<file path="src/rtl/irq_ctrl.sv">
`default_nettype none
// ============================================================================
//  Module      : irq_ctrl
//  Description : Memory-mapped interrupt controller. Latches, masks and
//                prioritises up to 32 interrupt lines and runs a non-nested
//                request / acknowledge / end-of-interrupt cycle to the CPU.
//  Revision    : 1.0  initial release
// ============================================================================
module irq_ctrl #(
    parameter int WIDTH = 32,
    parameter int NIRQ  = 8
) (
    input  logic             clk,
    input  logic             reset,
    input  logic             cs,
    input  logic             wen,
    input  logic [2:0]       addr,
    input  logic [WIDTH-1:0] din,
    output logic [WIDTH-1:0] dout,
    input  logic [NIRQ-1:0]  irq_in,
    input  logic             irq_ack,
    output logic             irq_req,
    output logic [4:0]       irq_num,
    output logic             irq_active
);

    // Register offsets
    localparam logic [2:0] c_addr_pend    = 3'd0;
    localparam logic [2:0] c_addr_enable  = 3'd1;
    localparam logic [2:0] c_addr_edge    = 3'd2;
    localparam logic [2:0] c_addr_cur     = 3'd3;
    localparam logic [2:0] c_addr_setpend = 3'd4;
    localparam logic [2:0] c_addr_ctrl    = 3'd5;

    // FSM encoding
    localparam logic [1:0] c_st_idle = 2'd0;
    localparam logic [1:0] c_st_req  = 2'd1;
    localparam logic [1:0] c_st_serv = 2'd2;

    logic [1:0]      r_state;
    logic [1:0]      w_state_next;
    logic [NIRQ-1:0] r_pend;
    logic [NIRQ-1:0] r_enable;
    logic [NIRQ-1:0] r_edge;
    logic [NIRQ-1:0] r_prev_in;
    logic            r_gie;
    logic [4:0]      r_irq_num;

    logic            w_wr;
    logic [NIRQ-1:0] w_din;
    logic [NIRQ-1:0] w_hw_set;
    logic [NIRQ-1:0] w_sw_set;
    logic [NIRQ-1:0] w_w1c;
    logic [NIRQ-1:0] w_ack_clr;
    logic [NIRQ-1:0] w_cand;
    logic [31:0]     w_cand32;
    logic [4:0]      w_winner;
    logic            w_any;
    logic            w_latched_ok;
    logic            w_ack;
    logic            w_eoi;
    logic            w_unused_din;

    assign w_wr         = cs & wen;
    assign w_din        = din[NIRQ-1:0];
    assign w_unused_din = ^din;

    // Edge lines fire on a rising transition, level lines whenever high
    assign w_hw_set = irq_in & (~r_edge | ~r_prev_in);
    assign w_sw_set = (w_wr && addr == c_addr_setpend) ? w_din : '0;
    assign w_w1c    = (w_wr && addr == c_addr_pend)    ? w_din : '0;

    // Ack is only meaningful while requesting; EOI only while in service
    assign w_ack = (r_state == c_st_req) & irq_ack;
    assign w_eoi = (r_state == c_st_serv) & w_wr & (addr == c_addr_cur);

    assign w_cand = r_pend & r_enable & {NIRQ{r_gie}};
    assign w_any  = |w_cand;

    // Zero-extended candidate set so the 5-bit interrupt number can index it
    always_comb begin
        w_cand32            = '0;
        w_cand32[NIRQ-1:0]  = w_cand;
    end

    assign w_latched_ok = w_cand32[r_irq_num];

    // Lowest set index wins
    always_comb begin
        w_winner = '0;
        for (int i = NIRQ - 1; i >= 0; i--) begin
            if (w_cand[i]) w_winner = i[4:0];
        end
    end

    // Acknowledge retires the serviced source; a still-high level line re-sets it
    always_comb begin
        w_ack_clr = '0;
        for (int i = 0; i < NIRQ; i++) begin
            w_ack_clr[i] = w_ack && (r_irq_num == i[4:0]);
        end
    end

    // Configuration, pending capture and interrupt number latch
    always_ff @(posedge clk) begin
        if (reset) begin
            r_pend    <= '0;
            r_enable  <= '0;
            r_edge    <= '0;
            r_prev_in <= '0;
            r_gie     <= 1'b0;
            r_irq_num <= '0;
        end else begin
            r_prev_in <= irq_in;
            // Sets are applied after clears so a set always beats a clear
            r_pend    <= (r_pend & ~(w_w1c | w_ack_clr)) | w_hw_set | w_sw_set;
            if (w_wr && addr == c_addr_enable) r_enable <= w_din;
            if (w_wr && addr == c_addr_edge)   r_edge   <= w_din;
            if (w_wr && addr == c_addr_ctrl)   r_gie    <= din[0];
            if (r_state == c_st_idle && w_any) r_irq_num <= w_winner;
        end
    end

    // FSM state register
    always_ff @(posedge clk) begin
        if (reset) r_state <= c_st_idle;
        else       r_state <= w_state_next;
    end

    // FSM next-state logic; a pending higher-priority source never preempts
    always_comb begin
        w_state_next = r_state;
        case (r_state)
            c_st_idle: if (w_any) w_state_next = c_st_req;
            c_st_req: begin
                if (w_ack)              w_state_next = c_st_serv;
                else if (!w_latched_ok) w_state_next = c_st_idle;
            end
            c_st_serv: if (w_eoi) w_state_next = c_st_idle;
            default:   w_state_next = c_st_idle;
        endcase
    end

    // FSM outputs
    always_comb begin
        irq_req    = (r_state == c_st_req);
        irq_active = (r_state == c_st_serv);
        irq_num    = r_irq_num;
    end

    // Read mux, combinational from registered state
    always_comb begin
        dout = '0;
        if (cs) begin
            case (addr)
                c_addr_pend:   dout[NIRQ-1:0] = r_pend;
                c_addr_enable: dout[NIRQ-1:0] = r_enable;
                c_addr_edge:   dout[NIRQ-1:0] = r_edge;
                c_addr_cur: begin
                    dout[WIDTH-1] = irq_active;
                    dout[4:0]     = r_irq_num;
                end
                c_addr_ctrl:   dout[0] = r_gie;
                default:       dout = '0;
            endcase
        end
    end

endmodule
`default_nettype wire

</file>
<file path="config.mk">
export PLATFORM = sky130hd
export DESIGN_NAME = irq_ctrl
export DESIGN_NICKNAME = d
export VERILOG_FILES = /design/src/rtl/irq_ctrl.sv
export SDC_FILE = /design/constraint.sdc
export NUM_CORES = 1
export LEC_CHECK = 0
export ABC_AREA = 1
export BUFFER_PORTS_ARGS = -buffer_cell sky130_fd_sc_hd__buf_4
export CAP_MARGIN = 20
export CORE_MARGIN = 3
export CORE_UTILIZATION = 50
export CTS_BUF_LIST = sky130_fd_sc_hd__clkbuf_4
export CTS_CLUSTER_SIZE = 28
export DETAILED_ROUTE_END_ITERATION = 8
export PLACE_DENSITY = 0.85
export SYNTH_ARGS = -nofsm -noshare
export SYNTH_HDL_FRONTEND = slang
export SYNTH_SLANG_ARGS = --single-unit
</file>
<file path="constraint.sdc">
create_clock -name clk -period 2.8 [get_ports clk]
set_input_delay 0.28 -clock clk [delete_from_list [all_inputs] [get_ports clk]]
set_output_delay 0.28 -clock clk [all_outputs]
set_load 0.01 [all_outputs]
</file>
# ---- Yosys cells after proc, flatten, opt, wreduce, memory -nomap -nowiden
# Index checks and enable logic that the tools add are counted.
# Widths: inputs -> output; s select.
dict set report totals {
  regBits 40
  in_bits 48
  elab_cells 81
}
dict set report op_classes {
  magnitude_cmp 1
  eq_ne 17
  n_mux 22
  n_bitwise 15
  n_reduce_logical 19
}
# op count
set ops {}
lappend ops {{$mux 5} 7}
lappend ops {{$and 8x8->8} 4}
lappend ops {{$mux 32} 1}
lappend ops {{$or 8x8->8} 4}
lappend ops {{$not 8->8} 3}
lappend ops {{$eq 5x3->1 const B} 4}
lappend ops {{$mux 8} 2}
lappend ops {{$pmux 4 s4} 1}
lappend ops {{$logic_and 1x1->1} 14}
lappend ops {{$eq 5x2->1 const B} 2}
lappend ops {{$pmux 3 s3} 1}
lappend ops {{$mux 2} 4}
lappend ops {{$reduce_or 8->1} 1}
lappend ops {{$eq 3x2->1 const B} 2}
lappend ops {{$eq 3x3->1 const B} 2}
lappend ops {{$lt 5x6->1 const B} 1}
lappend ops {{$pmux 2 s3} 1}
lappend ops {{$bmux 1 s5} 1}
lappend ops {{$eq 5x1->1 const B} 1}
lappend ops {{$logic_not 5->1} 1}
lappend ops {{$pmux 1 s5} 1}
lappend ops {{$and 1x1->1} 4}
lappend ops {{$eq 3x1->1 const B} 1}
lappend ops {{$logic_not 3->1} 1}
lappend ops {{9 further kinds} 10}

# ---- Longest topological paths before layout
dict set report depth {
  word_depth 10
  ltp_mapped 11
  mapped_depth_nobuf 10
}

# ---- Worst setup path after synthesis
# Ideal clock, no wire load.
dict set report synth_timing {
  path_type {input to output}
  startpoint {input addr[2]}
  endpoint {output dout[1]}
  arrival_time_ps 976
  setup_slack_ps 1544
  path_stages 5
  cell_sequence {inv_2 nand2_1 inv_1 nand2_1 a31oi_1}
}
dict set report synth_between {
  elab_chain_cells 3
}
# element line_no
set synth_rtl {}
lappend synth_rtl {{start: declaration} 17} ;# input logic [2:0] addr,
lappend synth_rtl {{$eq 3x2->1, or another cell as far along} 155} ;# case (addr)
lappend synth_rtl {{$pmux 4 s4 (*)} 155}
lappend synth_rtl {{$mux 32 (*)} 154} ;# if (cs) begin
lappend synth_rtl {{end: declaration} 19} ;# output logic [WIDTH-1:0] dout,
# Every way passes the cells marked *; elsewhere a longest branch is shown, timed or not.

# ---- Worst setup path after layout
dict set report layout_timing {
  startpoint {register r_gie}
  endpoint {output dout[0]}
}
dict set report layout_between {
  elab_chain_cells 2
}
# element line_no
set layout_rtl {}
lappend layout_rtl {{start: declaration} 46} ;# logic r_gie;
lappend layout_rtl {{start signal: assignment} 119} ;# if (w_wr && addr == c_addr_ctrl) r_gie <= din[0];
lappend layout_rtl {{$pmux 1 s5} 155}
lappend layout_rtl {{$mux 32} 154}
# Every way passes these cells.

==> flow_metrics.tcl <==
set metrics [dict create \
    top_layer "met4" \
    core_area_sq_um 4144 \
    drive_gt1_frac 0.1962 \
    cp.required_ns 2.52 \
    place.port_buffers 37 \
    antenna_cells 0 \
    drc 0 \
    tightest_slew_ns 0.6190 \
    fin_crit_ns 1.871 \
    wl_um 5387 \
    h-tree-depth 2 \
    syn_area_sq_um 2235 \
    finalInstanceArea_sq_um 2490 \
    clock-sinks 38 \
    grt_pass1_wl_um 8562 \
    layout-area-overhead-vs-synth_pct 11.42 \
    max_freq_ghz 0.5344 \
    met3_length_um 503 \
    crit_end "dout[0]" \
    maxSlewHeadroom 0.5842 \
    synth_edf_count 0 \
    clkTransAtPathRegs_ns 0.10 \
    ys_types 30 \
    timing.rr.end "irq_num[0]$_SDFFE_PP0P_" \
    syn_avg_cell_area_sq_um 6.792 \
    drt_first_pass_iters 5 \
    cts_root_buffer "clkbuf_4" \
    cap_viol_max_count 0 \
    num_rows 23 \
    synth_flop_cell "dfxtp_1" \
    initialDrtViolationCount 167 \
    antenna_found_initial 0 \
    clk_path_buf_depth 2 \
    finalNonFillerCells 417 \
    yosysWarnings 0 \
    status "complete, no violations" \
    gp_congestion 0.9328 \
    dp.cells 409 \
    path_class "reg2out" \
    grt_pass1_vias 1899 \
    p_per_area_nw_per_um2 393.8 \
    ios 87 \
    hpwl_um 4006 \
    ys_async_sr_fraction 0 \
    r2r-start "r_gie$_SDFFE_PP0P_" \
    ys_seq_elements 38 \
    die_y_um 72.85 \
    critPathMaxFanout 10 \
    finalHoldViolCount 0 \
    tritoncts "built" \
    slew_viol_final 0 \
    wl_met2_um 2541 \
    pre_cts_ws_ns 1.197 \
    cp-end-kind "primary output" \
    via_per_inst 5.197 \
    finalCritPeriodShare 0.6683 \
    cts_resized 0 \
    synth_cells 329 \
    die-area_sq_um 5307 \
    holdCritPathClass "in2reg" \
    gr-usage-all-layers 0.2073 \
    critPathArrivalTime_ns 1.59 \
    p_leak_nw 1.214 \
    postLayoutSetupSlackWorst_ns 0.9287 \
    insertion_delay_ns 0.35 \
    grt_max_degree 22 \
    vdd_drop_max_mv 0.3013 \
    synth_seq_area_share 0.3404 \
    setup_viol 0 \
    r2r_cells 9 \
    critPathLaunchType "register" \
    skew_ns 0.007821 \
    cts_setup_buffers 0 \
    ant_nets 0 \
    fin_nets 414 \
    via_count 2167 \
    setup_tns_ns 0 \
    start_util 0.5393 \
    grt.overflow.total 0 \
    rsz0062_at_grt "no" \
    place_area_sq_um 2436 \
    cts_buffers 5 \
    startpoint "r_gie$_SDFFE_PP0P_" \
    cts.hold.buffers_added 0 \
    r2r_slack_ns 1.25 \
    die_x_um 72.85 \
    wl_met1_um 2270 \
    wire_per_inst_um 12.92 \
]
[worst min path at each step]
| stage | from | end | slack (ns) | cells past startpoint |
|---|---|---|---|---|
| 2_1_floorplan | irq_in[0] | r_prev_in[0]$_SDFF_PP0_ | 0.39 | 2 |
| 4_1_cts | irq_in[2] | r_prev_in[2]$_SDFF_PP0_ | 0.14 | 3 |
| 5_1_grt | irq_in[2] | r_prev_in[2]$_SDFF_PP0_ | 0.13 | 3 |
| 3_5_place_dp | r_edge[5]$_SDFFE_PP0P_ | r_edge[5]$_SDFFE_PP0P_ | 0.47 | 2 |
| 3_3_place_gp | r_edge[3]$_SDFFE_PP0P_ | r_edge[3]$_SDFFE_PP0P_ | 0.46 | 2 |
| 6_report | irq_in[2] | r_prev_in[2]$_SDFF_PP0_ | 0.14 | 3 |
[synthesized netlist by cell type, drive strengths merged (2+ instances only)]
cell,count,share of area
o21ai,20,0.045
nor2,46,0.092
nand2,88,0.16
nand4,2,0.0056
a21oi,15,0.034
o211ai,5,0.017
inv,42,0.071
dfxtp,38,0.34
clkbuf,3,0.0050
nor4,2,0.012
nand3,23,0.073
a31oi,11,0.031
buf,28,0.097
[cell type report]
cell class                      count  area, sq um
Sequential cell                    38        760.7
Timing Repair Buffer               37        277.8
Clock inverter                      2        8.758
Multi-Input combinational cell    241         1172
Tap cell                           50        62.56
Fill cell                         399         1654
Inverter                           43        162.7
Clock buffer                        6        45.04
[placed cells by master (no fill, tap or decap), drive strengths merged]
master  Yosys  final
o211ai      5      5
a31oi      11     11
nand4       2      2
o21bai      1      1
o21ai      20     20
nor2       46     46
nand3      23     23
buf        28     37
dfxtp      38     38
a211oi      1      1
conb        1     25
clkinv      1      3
nor3        1      1
o221ai      1      1
nor4        2      2
inv        42     42
clkbuf      3      6
a21oi      15     15
nand2      88     88
[metrics by stage]
stage,util,hold WS (ns),power [mW]
after floorplan,-,0.3870,0.6842
after global placement,0.5879,0.4615,0.7084
after detailed placement,0.5879,0.4706,0.7122
after CTS,0.6008,0.1351,0.9838
after global routing,0.6008,0.1323,1.026
final,0.6008,0.1411,0.9806
[power breakdown]
group          leakage, nW  internal (mW)  switching [mW]
registers            0.312          0.561          0.0146
clock network       0.0331          0.104           0.174
logic                0.870         0.0454          0.0813
total                 1.21          0.710           0.270
[kinds of logic after synthesis]
logic type | count (synthesis) | share of synthesized area
AOI/OAI and AO/OA | 54 | 0.1417
other | 1 | 0.001678
buffers and inverters | 74 | 0.1752
DFF | 38 | 0.3404
and+or+nand+nor | 162 | 0.3410
[state kept, by name, summed over array words and instances (netlist names)]
name	cells
irq_num	3
r_edge	8
r_enable	8
r_gie	1
r_pend	8
r_prev_in	8
r_state	2
[per-layer routing]
metal | GRT usage | vias to the layer above
met5 | 0 | -
met4 | 0.07787 | 0
met3 | 0.04408 | 8
met2 | 0.3407 | 112
met1 | 0.2659 | 973
li1 | - | 1074
[worst max-delay path, stage by stage, from the launching register on]
cell     delay [ns]
dfxtp_1        0.63
nand3_1        0.13
o21ai_0        0.10
a21oi_1        0.06
a31oi_1        0.18
buf_4          0.16
Power figures use the tool's default switching activity.
